[src/rtl/bankgroup_pkg.sv]
// bankgroup_pkg: command bit indices and FSM state encoding shared by the scheduler
// REF states exist only when BANKGROUP_SCHEDULER_REFRESH_EN is defined
package bankgroup_pkg;
  localparam int CMD_W = 19;
  localparam int CMD_ACT = 0;
  localparam int CMD_PRE = 1;
  localparam int CMD_RD = 2;
  localparam int CMD_WR = 3;
  localparam int CMD_REF = 4;
  typedef enum logic [3:0] {
    IDLE, PRE, WAIT_RP, ACT, WAIT_RCD, RDWR, WAIT_CCD
`ifdef BANKGROUP_SCHEDULER_REFRESH_EN
    , REF_PRE, REF, WAIT_RFC
`endif
  } state_t;
  function automatic logic [CMD_W-1:0] cmd_bit(input int idx);
    return CMD_W'(1) << idx;
  endfunction
endpackage

[src/rtl/rr_arbiter2.sv]
// rr_arbiter2: two-way round-robin grant; pointer holds the last granted requester
module rr_arbiter2 (
  input  logic       clk,
  input  logic       reset,
  input  logic [1:0] valid,
  input  logic       accept,
  output logic [1:0] grant
);
  logic last;
  always_comb grant = &valid ? (last ? 2'b01 : 2'b10) : valid;
  always_ff @(posedge clk or posedge reset)
    if (reset) last <= 1'b1;
    else if (accept) last <= grant[1];
endmodule

[src/rtl/bankgroup_scheduler.sv]
// bankgroup_scheduler: two-requester bank-group command scheduler (ACT/PRE/RD/WR, optional REF)
// Define BANKGROUP_SCHEDULER_REFRESH_EN to build the periodic refresh engine.
module bankgroup_scheduler
  import bankgroup_pkg::*;
#(
  parameter int ADDRWIDTH = 17,
  parameter int BANKSPERGROUP = 2,
  parameter int COLS = 1024,
  parameter int TRCD = 4,
  parameter int TRP = 4,
  parameter int TCCD = 4,
  parameter int TREFI = 64,
  parameter int TRFC = 8,
  localparam int BAWIDTH = (BANKSPERGROUP > 1) ? $clog2(BANKSPERGROUP) : 1,
  localparam int CADDRWIDTH = $clog2(COLS)
) (
  input  logic                       clk,
  input  logic                       reset,
  input  logic [1:0]                 req_valid,
  output logic [1:0]                 req_ready,
  input  logic [1:0][BAWIDTH-1:0]    req_ba,
  input  logic [1:0][ADDRWIDTH-1:0]  req_row,
  input  logic [1:0][CADDRWIDTH-1:0] req_col,
  input  logic [1:0]                 req_we,
  output logic [CMD_W-1:0]           cmd,
  output logic [BAWIDTH-1:0]         ba,
  output logic [ADDRWIDTH-1:0]       row,
  output logic [CADDRWIDTH-1:0]      column,
  output logic                       done,
  output logic                       done_id
);
  localparam int CW = 16;
  state_t state, state_n;
  logic [CW-1:0] cnt, cnt_n;
  logic [BANKSPERGROUP-1:0] open_q, open_n;
  logic [ADDRWIDTH-1:0] open_row [BANKSPERGROUP];
  logic [BAWIDTH-1:0] l_ba, ba_n;
  logic [ADDRWIDTH-1:0] l_row, row_n;
  logic [CADDRWIDTH-1:0] l_col, col_n;
  logic [CMD_W-1:0] cmd_n;
  logic l_we, l_id, done_n, row_wr, accept, id, ref_pend;
  logic [1:0] grant;
  // a wait state covering t-1 cycles is entered with t-2 and exits on zero
  function automatic logic [CW-1:0] wait_cnt(input int t);
    return CW'(t > 1 ? t - 2 : 0);
  endfunction
  rr_arbiter2 u_arb (.clk(clk), .reset(reset), .valid(req_valid), .accept(accept), .grant(grant));
  always_comb req_ready = (!reset && state == IDLE && !ref_pend) ? grant : 2'b00;
  assign accept = |(req_valid & req_ready);
  assign id = req_ready[1];
`ifdef BANKGROUP_SCHEDULER_REFRESH_EN
  logic [CW-1:0] ref_cnt;
  logic [BAWIDTH-1:0] lo;
  logic ref_clr;
  always_comb begin
    lo = '0;
    for (int i = BANKSPERGROUP - 1; i >= 0; i--) if (open_q[i]) lo = BAWIDTH'(i);
  end
  // a new tick wins over the clear so a refresh is never lost
  always_ff @(posedge clk or posedge reset)
    if (reset) begin
      ref_cnt <= '0;
      ref_pend <= 1'b0;
    end else begin
      ref_cnt <= (ref_cnt == CW'(TREFI - 1)) ? '0 : ref_cnt + CW'(1);
      ref_pend <= (ref_cnt == CW'(TREFI - 1)) | (ref_pend & ~ref_clr);
    end
`else
  assign ref_pend = 1'b0;
`endif
  always_comb begin
    state_n = state;
    cnt_n = cnt;
    open_n = open_q;
    row_wr = 1'b0;
    cmd_n = '0;
    ba_n = '0;
    row_n = '0;
    col_n = '0;
    done_n = 1'b0;
`ifdef BANKGROUP_SCHEDULER_REFRESH_EN
    ref_clr = 1'b0;
`endif
    case (state)
      IDLE:
`ifdef BANKGROUP_SCHEDULER_REFRESH_EN
        if (ref_pend) state_n = |open_q ? REF_PRE : REF;
        else
`endif
        if (accept) state_n = !open_q[req_ba[id]] ? ACT : (open_row[req_ba[id]] == req_row[id]) ? RDWR : PRE;
      PRE: begin
        cmd_n = cmd_bit(CMD_PRE);
        ba_n = l_ba;
        open_n[l_ba] = 1'b0;
        state_n = TRP > 1 ? WAIT_RP : ACT;
        cnt_n = wait_cnt(TRP);
      end
      WAIT_RP: begin
        state_n = cnt == '0 ? ACT : WAIT_RP;
        cnt_n = cnt - CW'(1);
      end
      ACT: begin
        cmd_n = cmd_bit(CMD_ACT);
        ba_n = l_ba;
        row_n = l_row;
        open_n[l_ba] = 1'b1;
        row_wr = 1'b1;
        state_n = TRCD > 1 ? WAIT_RCD : RDWR;
        cnt_n = wait_cnt(TRCD);
      end
      WAIT_RCD: begin
        state_n = cnt == '0 ? RDWR : WAIT_RCD;
        cnt_n = cnt - CW'(1);
      end
      RDWR: begin
        cmd_n = cmd_bit(l_we ? CMD_WR : CMD_RD);
        ba_n = l_ba;
        row_n = l_row;
        col_n = l_col;
        done_n = 1'b1;
        state_n = TCCD > 1 ? WAIT_CCD : IDLE;
        cnt_n = wait_cnt(TCCD);
      end
      WAIT_CCD: begin
        state_n = cnt == '0 ? IDLE : WAIT_CCD;
        cnt_n = cnt - CW'(1);
      end
`ifdef BANKGROUP_SCHEDULER_REFRESH_EN
      REF_PRE:
        if (|open_q) begin
          cmd_n = cmd_bit(CMD_PRE);
          ba_n = lo;
          open_n[lo] = 1'b0;
          cnt_n = wait_cnt(TRP);
          state_n = (open_n == '0 && TRP == 1) ? REF : REF_PRE;
        end else begin
          state_n = cnt == '0 ? REF : REF_PRE;
          cnt_n = cnt - CW'(1);
        end
      REF: begin
        cmd_n = cmd_bit(CMD_REF);
        state_n = TRFC > 1 ? WAIT_RFC : IDLE;
        ref_clr = TRFC == 1;
        cnt_n = wait_cnt(TRFC);
      end
      WAIT_RFC: begin
        state_n = cnt == '0 ? IDLE : WAIT_RFC;
        ref_clr = cnt == '0;
        cnt_n = cnt - CW'(1);
      end
`endif
      default: state_n = IDLE;
    endcase
  end
  always_ff @(posedge clk or posedge reset)
    if (reset) begin
      state <= IDLE;
      cnt <= '0;
      open_q <= '0;
      cmd <= '0;
      ba <= '0;
      row <= '0;
      column <= '0;
      done <= 1'b0;
      done_id <= 1'b0;
      l_ba <= '0;
      l_row <= '0;
      l_col <= '0;
      l_we <= 1'b0;
      l_id <= 1'b0;
    end else begin
      state <= state_n;
      cnt <= cnt_n;
      open_q <= open_n;
      cmd <= cmd_n;
      ba <= ba_n;
      row <= row_n;
      column <= col_n;
      done <= done_n;
      done_id <= done_n & l_id;
      if (accept) begin
        l_ba <= req_ba[id];
        l_row <= req_row[id];
        l_col <= req_col[id];
        l_we <= req_we[id];
        l_id <= id;
      end
    end
  always_ff @(posedge clk)
    if (row_wr) open_row[l_ba] <= l_row;
endmodule
[config.mk]
export PLATFORM = sky130hd
export DESIGN_NAME = bankgroup_scheduler
export DESIGN_NICKNAME = d
export VERILOG_FILES = /design/src/rtl/bankgroup_pkg.sv /design/src/rtl/rr_arbiter2.sv /design/src/rtl/bankgroup_scheduler.sv
export SDC_FILE = /design/constraint.sdc
export NUM_CORES = 1
export LEC_CHECK = 0
export BUFFER_PORTS_ARGS = -buffer_cell sky130_fd_sc_hd__buf_2
export CAP_MARGIN = 20
export CORE_MARGIN = 3
export CORE_UTILIZATION = 55
export DETAILED_ROUTE_END_ITERATION = 10
export GPL_ROUTABILITY_DRIVEN = 0
export GPL_TIMING_DRIVEN = 0
export HOLD_SLACK_MARGIN = 0.15
export PLACE_DENSITY_LB_ADDON = 0.2
export SETUP_SLACK_MARGIN = 0.3
export SYNTH_ARGS = -nofsm -noshare
export SYNTH_HDL_FRONTEND = slang
export SYNTH_SLANG_ARGS = --single-unit
[constraint.sdc]
create_clock -name clk -period 3.05 [get_ports clk]
set_clock_uncertainty 0.15 [all_clocks]
set_input_delay 0.305 -clock clk [delete_from_list [all_inputs] [get_ports clk]]
set_output_delay 0.305 -clock clk [all_outputs]
set_load 0.01 [all_outputs]
==> run_results.csv, run 1 <==
group,metric,value,unit
power_and_ir_drop,p_per_area,791,mW/mm^2
finish,final_common_cell,"buf_2",
logic_synthesis,yosys.area.top_type,"dfrtp_1",
finish,diodes,0,
min_path,hold_class,"in -> reg",
timing,final_max_slew_viol_count,0,
detailed_routing,drt_iter0_markers,462,
timing,period_minus_slack,2.97,ns
setup_path,path_class,"reg -> reg",
run,cap_violations,0,
clock_tree,cts.sinks,120,
power_and_ir_drop,leakagePower,3.61,nW
timing,finalSetupViolations,0,
die,die_area,0.0112,sq mm
finish,seqCellArea,0.00318,sq mm
setup_path,crit_chain,"buf_4, nor4_4, buf_4, buf_4, and3_1, o21ai_0, a22o_1, a211oi_2, and4_1, a311oi_1, a211oi_2",
timing,maxSlewHeadroom,32.4,%
die,core-area,0.00946,sq mm
timing,fin_tns_setup,0,ns
setup_path,cp_max_fo,6,
timing,finalHoldViolCount,0,
finish,nFillCells,535,
detailed_routing,post_drt_wl_per_cell,19.7,um
detailed_routing,first_pass_iters,7,
finish,multi_input_area,0.00222,sq mm
logic_synthesis,synth_cells,505,
clock_tree,clockRootBuffer,"clkbuf_8",
die,die_w,106,um
finish,final_layout_size_suffix_gt1_share,27.3,%
die,die_h,106,um
logic_synthesis,synth_cell_type_count,58,
logic_synthesis,yosysSeqAreaShare,57.7,%
die,io_pins,113,
logic_synthesis,ys.flop_type,"dfrtp_1",
clock_tree,cts.path.max_buffers,2,
clock_tree,cts_made_buffers,17,
setup_path,worst_path_most_repeated_cell,"buf_4",
logic_synthesis,synth_edf_count,34,
global_routing,grt_pass1_wl,25.7,mm
detailed_routing,viasPerCell,5.90,
timing,fin_crit_sh,97.5,%
logic_synthesis,syn-cell-area,0.00550,sq mm
global_routing,overflow,0,
finish,nets,768,
logic_synthesis,synth_warnings,0,
setup_path,setup.worst_path.end_class,"flip-flop",
global_routing,grt_use_total,29.9,%
placed_design,portBuffers,96,
placed_design,dp_hpwl,9.22,mm
detailed_routing,routed_wl,16.7,mm
finish,final_cell_mix,"96 x buf_2, 83 x dfrtp_1, 70 x nand2_1, 58 x dlygate4sd3_1, 34 x edfxtp_1",
timing,worstMarginPinSlew,1.01,ns
setup_path,critPathRequiredTime,3.34,ns
detailed_routing,ant_nets,0,
setup_path,setup.worst_path.start_class,"flip-flop",
logic_synthesis,synthTopCellsByArea,"dfrtp_1 39%, edfxtp_1 19%, mux2i_1 4.9%, nand2_1 4.8%, and2_1 3.6%",
global_routing,grt_pass1_vias,5172,
logic_synthesis,synth_seq_cells,120,
setup_path,worstPathArrival,3.27,ns
timing,fmax,0.336,GHz
run_status,status,"finished clean",
die,std_cell_rows,35,
detailed_routing,drc_errors,0,
global_routing,antenna_found_initial,0,
setup_path,reg2reg_slack,0.08,ns
global_routing,grt_start_max_net_pins,66,
logic_synthesis,avgSynthCellArea,10.9,sq um
clock_tree,cts_tree,"yes",
finish,area_growth,39.0,%
logic_synthesis,synthArstFlopShare,71.7,%
timing,rsz0062_at_grt,"yes",
finish,fin_util,80.8,%
power_and_ir_drop,irDropWorstVdd,475,uV
setup_path,slowest_delay,0.42,ns
clock_tree,worstSkewPairLatency,0.53,ns
detailed_routing,vias,5001,
clock_tree,htree_num_levels,4,
setup_path,cp_slowest_cell,"dfrtp_2",
logic_synthesis,synth_top_cell_area_share,38.7,%
die,initial_utilization,58.1,%
clock_tree,path_clk_slew,0.06,ns
## critical path: cells and delay by family (launching register included)
kind	cells	cell delay (ns)
flops	1	0.42
compound gates	5	1.12
simple gates	3	0.73
buf+inv	3	0.47
## synthesized netlist by cell type, types with 3 or more instances
cell type and count:
a211o_1 3, o41ai_1 3, or3_1 3, a22o_1 3, nand2b_1 10, buf_1 4
o311ai_0 3, a211oi_1 9, a311oi_1 5, o21ai_0 31, or4_1 3, o21bai_1 3
o211ai_1 5, and2_1 32, nor4_1 3, a21boi_1 3, buf_2 3, dfrtp_1 85
clkbuf_1 15, buf_4 16, a21oi_1 12, and3_1 8, nor2_1 25, nand4_1 4
a31oi_1 14, nand2_1 70, nand3_1 19, xor2_1 3, mux2i_1 27, inv_1 7
nor3_1 3, xnor2_1 6, edfxtp_1 34
## stage by stage
step	area, sq um	cells	hold WS, ns	total power, mW	setup WS [ns]
finish	7640	847	0.222	6.04	0.0752
global route	7640	847	0.223	6.31	0.0423
CTS	7570	845	0.229	5.93	0.278
detailed placement	6230	745	0.182	3.74	-0.161
global placement	6190	744	0.278	3.65	-0.695
floorplan	5550	519	0.266	3.31	0.375
## repair_timing
| action | CTS | global route |
|---|---|---|
| gates resized for setup | 24 | 18 |
| endpoints found under the hold margin | 113 | 2 |
| pin swaps | 7 | 9 |
| endpoints found under the setup margin | 4 | 7 |
| buffers inserted | 11 | 1 |
| hold buffers | 57 | 1 |
## state kept, by name, summed over array words and instances, names as in the netlist, named ones only
| name | count |
|---|---|
| ba | 1 |
| cmd | 4 |
| cnt | 16 |
| column | 10 |
| done | 1 |
| done_id | 1 |
| l_ba | 1 |
| l_col | 10 |
| l_id | 1 |
| l_row | 17 |
| l_we | 1 |
| open_row | 34 |
| row | 17 |
| state | 3 |
| u_arb.last | 1 |
## power by group
part	internal [mW]	leakage (nW)	switching [mW]
sequential	2.14	1.42	0.332
combinational	0.644	1.89	0.889
clock	1.28	0.300	0.760
total	4.06	3.61	1.98
## logic make-up after synthesis
family                     after synthesis  share of synthesized area (%)
DFF                                    120                           57.7
muxes                                   29                           5.32
adders and majority gates                1                          0.227
buffers and inverters                   47                           4.50
and+or+nand+nor                        192                           17.7
other                                    1                         0.0682
xor gates and xnor gates                 9                           1.43
AOI/OAI and AO/OA                      106                           13.0
## per-layer routing
layer	GRT usage, %	vias up	part of all wire, %
met5	0	-	0
met4	13.0	0	4.3
met3	7.89	85	8.9
met2	50.9	351	49
met1	35.8	2380	38
li1	-	2185	-
## area by class of cell
cell class	instances	share of cell area, %
sequential	120	41.6
tap	129	2.11
buffer	39	3.31
clock inverter	10	1.31
inverter	8	0.556
multi-input combinational	352	29.0
timing repair buffer	167	15.4
clock buffer	22	6.76
## final timing paths
check	from	end	depth (start not counted)
hold reg to reg	l_we	cmd[2]	1
hold / removal	req_valid[1]	l_we	6
max in group asynchronous	reset	u_arb.last	4
setup reg to reg	state[0]	state[2]	11
min in group asynchronous	reset	row[0]	3
setup / recovery	state[0]	state[2]	11
(Power assumes the default switching activity.)
==> run 2, diff against run 1 <==
PLACE_DENSITY = 0.82   (was default)
PLACE_DENSITY_LB_ADDON = default   (was 0.2)
==> run 2 against run 1 <==
  * The run now ends with negative setup slack left
  * Register-to-register slack lost 0.18 ns
  * Total power grew 1.2%
  * Die area is the same
  * Critical path depth is the same
  * Via count grew 1.5%
  * Count of clock-buffer cells in the layout shrank 3
  * Global-route usage grew 1.3 points
  * Final area shrank 0.16%
  * Clock power is essentially flat
  * Non-clock buffer count shrank 2
==> run_results.csv, run 2 (synthesized netlist as in run 1, its figures left out) <==
group,metric,value,unit
setup_path,crit_chain,"or4_4, buf_6, buf_12, a211oi_2, a311oi_2, xnor2_1, o2111ai_1, nor4_2, buf_4, a311oi_2, a211oi_2",
global_routing,overflow,0,
finish,final_layout_size_suffix_gt1_share,27.7,%
die,die_h,106,um
detailed_routing,drc_errors,0,
detailed_routing,routed_wl,17.2,mm
run_status,failed_checks,"negative setup slack",
finish,largest_reg_flops,34,
die,die_w,106,um
global_routing,grtUsageMet1,39.0,%
setup_path,setup.worst_path.end_class,"flip-flop",
timing,finalHoldViolCount,0,
setup_path,worstPathArrival,3.42,ns
timing,rsz0062_at_grt,"yes",
clock_tree,htree_num_levels,4,
setup_path,critPathRequiredTime,3.32,ns
placed_design,portBuffers,96,
detailed_routing,first_pass_iters,6,
timing,maxSlewHeadroom,33.7,%
setup_path,crit_path_end,"state[2]",
finish,area_growth,38.8,%
die,io_pins,113,
placed_design,dpl_cell_area,0.00624,sq mm
setup_path,r2r-end,"state[2]",
finish,nets,766,
timing,fmax,0.317,GHz
min_path,hold_depth,5,
detailed_routing,post_drt_wl_per_cell,20.4,um
setup_path,reg2reg_slack,-0.10,ns
timing,final_max_slew_viol_count,0,
min_path,hold_class,"in -> reg",
clock_tree,worstSkewPairLatency,0.52,ns
die,core-area,0.00946,sq mm
detailed_routing,vias,5076,
clock_tree,cts_tree,"yes",
finish,final_common_cell,"buf_2",
setup_path,timing.rr.start,"state[1]",
power_and_ir_drop,leakagePower,3.61,nW
global_routing,met2_usage,49.5,%
timing,finalWorstSetupSlack,-0.102,ns
detailed_routing,viasPerCell,6.01,
timing,period_minus_slack,3.15,ns
global_routing,grt-busiest-layer,"met2",
run_status,status,"complete, but fails checks",
die,std_cell_rows,35,
timing,finalSetupViolations,1,
finish,final_cells,845,
setup_path,path_class,"reg -> reg",
setup_path,setup.worst_path.start_class,"flip-flop",
global_routing,grt_use_total,31.2,%
finish,reg_top3,"open_row x34, l_row x17, row x17",
global_routing,antenna_found_initial,0,
global_routing,grt_util_met3,10.4,%
run,cap_violations,0,
placed_design,dpl.cell_count,746,
die,die_area,0.0112,sq mm
clock_tree,cts_made_buffers,17,
setup_path,slowest_delay,0.54,ns
global_routing,grt_start_max_net_pins,59,
clock_tree,cts.sinks,120,
power_and_ir_drop,irDropWorstVdd,621,uV
finish,top_register,"open_row",
clock_tree,path_clk_slew,0.06,ns
global_routing,grt_pass1_vias,5103,
setup_path,ff2ff_path_depth,11,
clock_tree,clockRootBuffer,"clkbuf_8",
timing,worstMarginPinSlew,0.995,ns
finish,nFillCells,509,
setup_path,cp_slowest_cell,"or4_4",
clock_tree,cts.path.max_buffers,2,
finish,design_area,0.00763,sq mm
setup_path,cp_max_fo,4,
power_and_ir_drop,p_per_area,801,mW/mm^2
timing,fin_crit_sh,103,%
setup_path,critPathLaunch,"state[1]",
finish,final_cell_mix,"98 x buf_2, 83 x dfrtp_1, 69 x nand2_1, 57 x dlygate4sd3_1, 34 x edfxtp_1",
global_routing,grt_pass1_wl,27.0,mm
die,initial_utilization,58.1,%
placed_design,dp_hpwl,9.35,mm
detailed_routing,ant_nets,0,
finish,diodes,0,
detailed_routing,drt_iter0_markers,627,
==> run 2: cell types whose count changed in the layout (fill, tap and decap cells not counted), moves of 2 or more <==
| cell | before | now |
|---|---|---|
| a21boi_2 | 1 | 3 |
| inv_4 | 3 | 1 |
| clkinvlp_4 | 2 | 0 |
| nand3_2 | 0 | 2 |
| buf_4 | 32 | 26 |
| inv_6 | 3 | 8 |
| buf_2 | 96 | 98 |
| a21boi_4 | 2 | 0 |
==> run 2: what timing repair did <==
action / CTS / global route
gates resized for setup: 25 / 15
endpoints found under the hold margin: 113 / 0
pin swaps: 12 / 3
setup buffers: 9 / 0
hold buffers: 57 / 0
endpoints found under the setup margin: 3 / 25
gates cloned: 1 / 0
==> run 2: critical path: cells and delay by family, from the launching register on <==
kind,cells,cell delay [ns]
AND/OR/NAND/NOR,2,0.86
AO/OA/AOI/OAI,5,0.83
buffers and inverters,3,0.48
flip-flops,1,0.44
XOR/XNOR,1,0.28
==> run 2: per-stage QoR <==
stage	util [%]	hold WS (ns)	power (mW)	setup TNS (ns)	setup WS (ns)
floorplan	-	0.266	3.31	0	0.375
global placement	65.5	0.285	3.65	-57.61	-0.683
detailed placement	66.0	0.226	3.75	-0.222	-0.222
CTS	80.3	0.280	6.00	0	0.237
global route	80.7	0.194	6.40	-0.187	-0.187
finish	80.7	0.187	6.12	-0.102	-0.102
==> run 2: area by class of cell <==
class,count,area [sq um],share of cell area [%]
flip-flops and latches,120,3180,41.6
plain buffers,39,255,3.34
well taps,129,161,2.11
repair buffers,165,1180,15.4
inverters,8,37.5,0.492
clock inverters,13,153,2.00
clock buffers,19,464,6.08
multi-input cells,352,2210,28.9
==> run 2: worst min-delay path by stage <==
| stage | startpoint | to | slack [ns] |
|---|---|---|---|
| 3_3_place_gp | l_we | cmd[2] | 0.29 |
| 5_1_grt | req_valid[0] | l_row[12] | 0.19 |
| 2_1_floorplan | l_we | cmd[2] | 0.27 |
| 6_report | req_valid[0] | l_row[12] | 0.19 |
| 4_1_cts | reset | row[10] | 0.28 |
| 3_5_place_dp | reset | row[4] | 0.23 |
==> run 2: routing by layer <==
layer / vias to the layer above / part of all wire (%)
met5: - / 0
met4: 0 / 4.9
met3: 108 / 9.8
met2: 383 / 48
met1: 2398 / 37
li1: 2187 / -
==> run 2: power breakdown <==
| part | internal [mW] | switching (mW) |
|---|---|---|
| logic | 0.652 | 0.917 |
| clock network | 1.28 | 0.789 |
| registers | 2.14 | 0.337 |
| total | 4.07 | 2.04 |
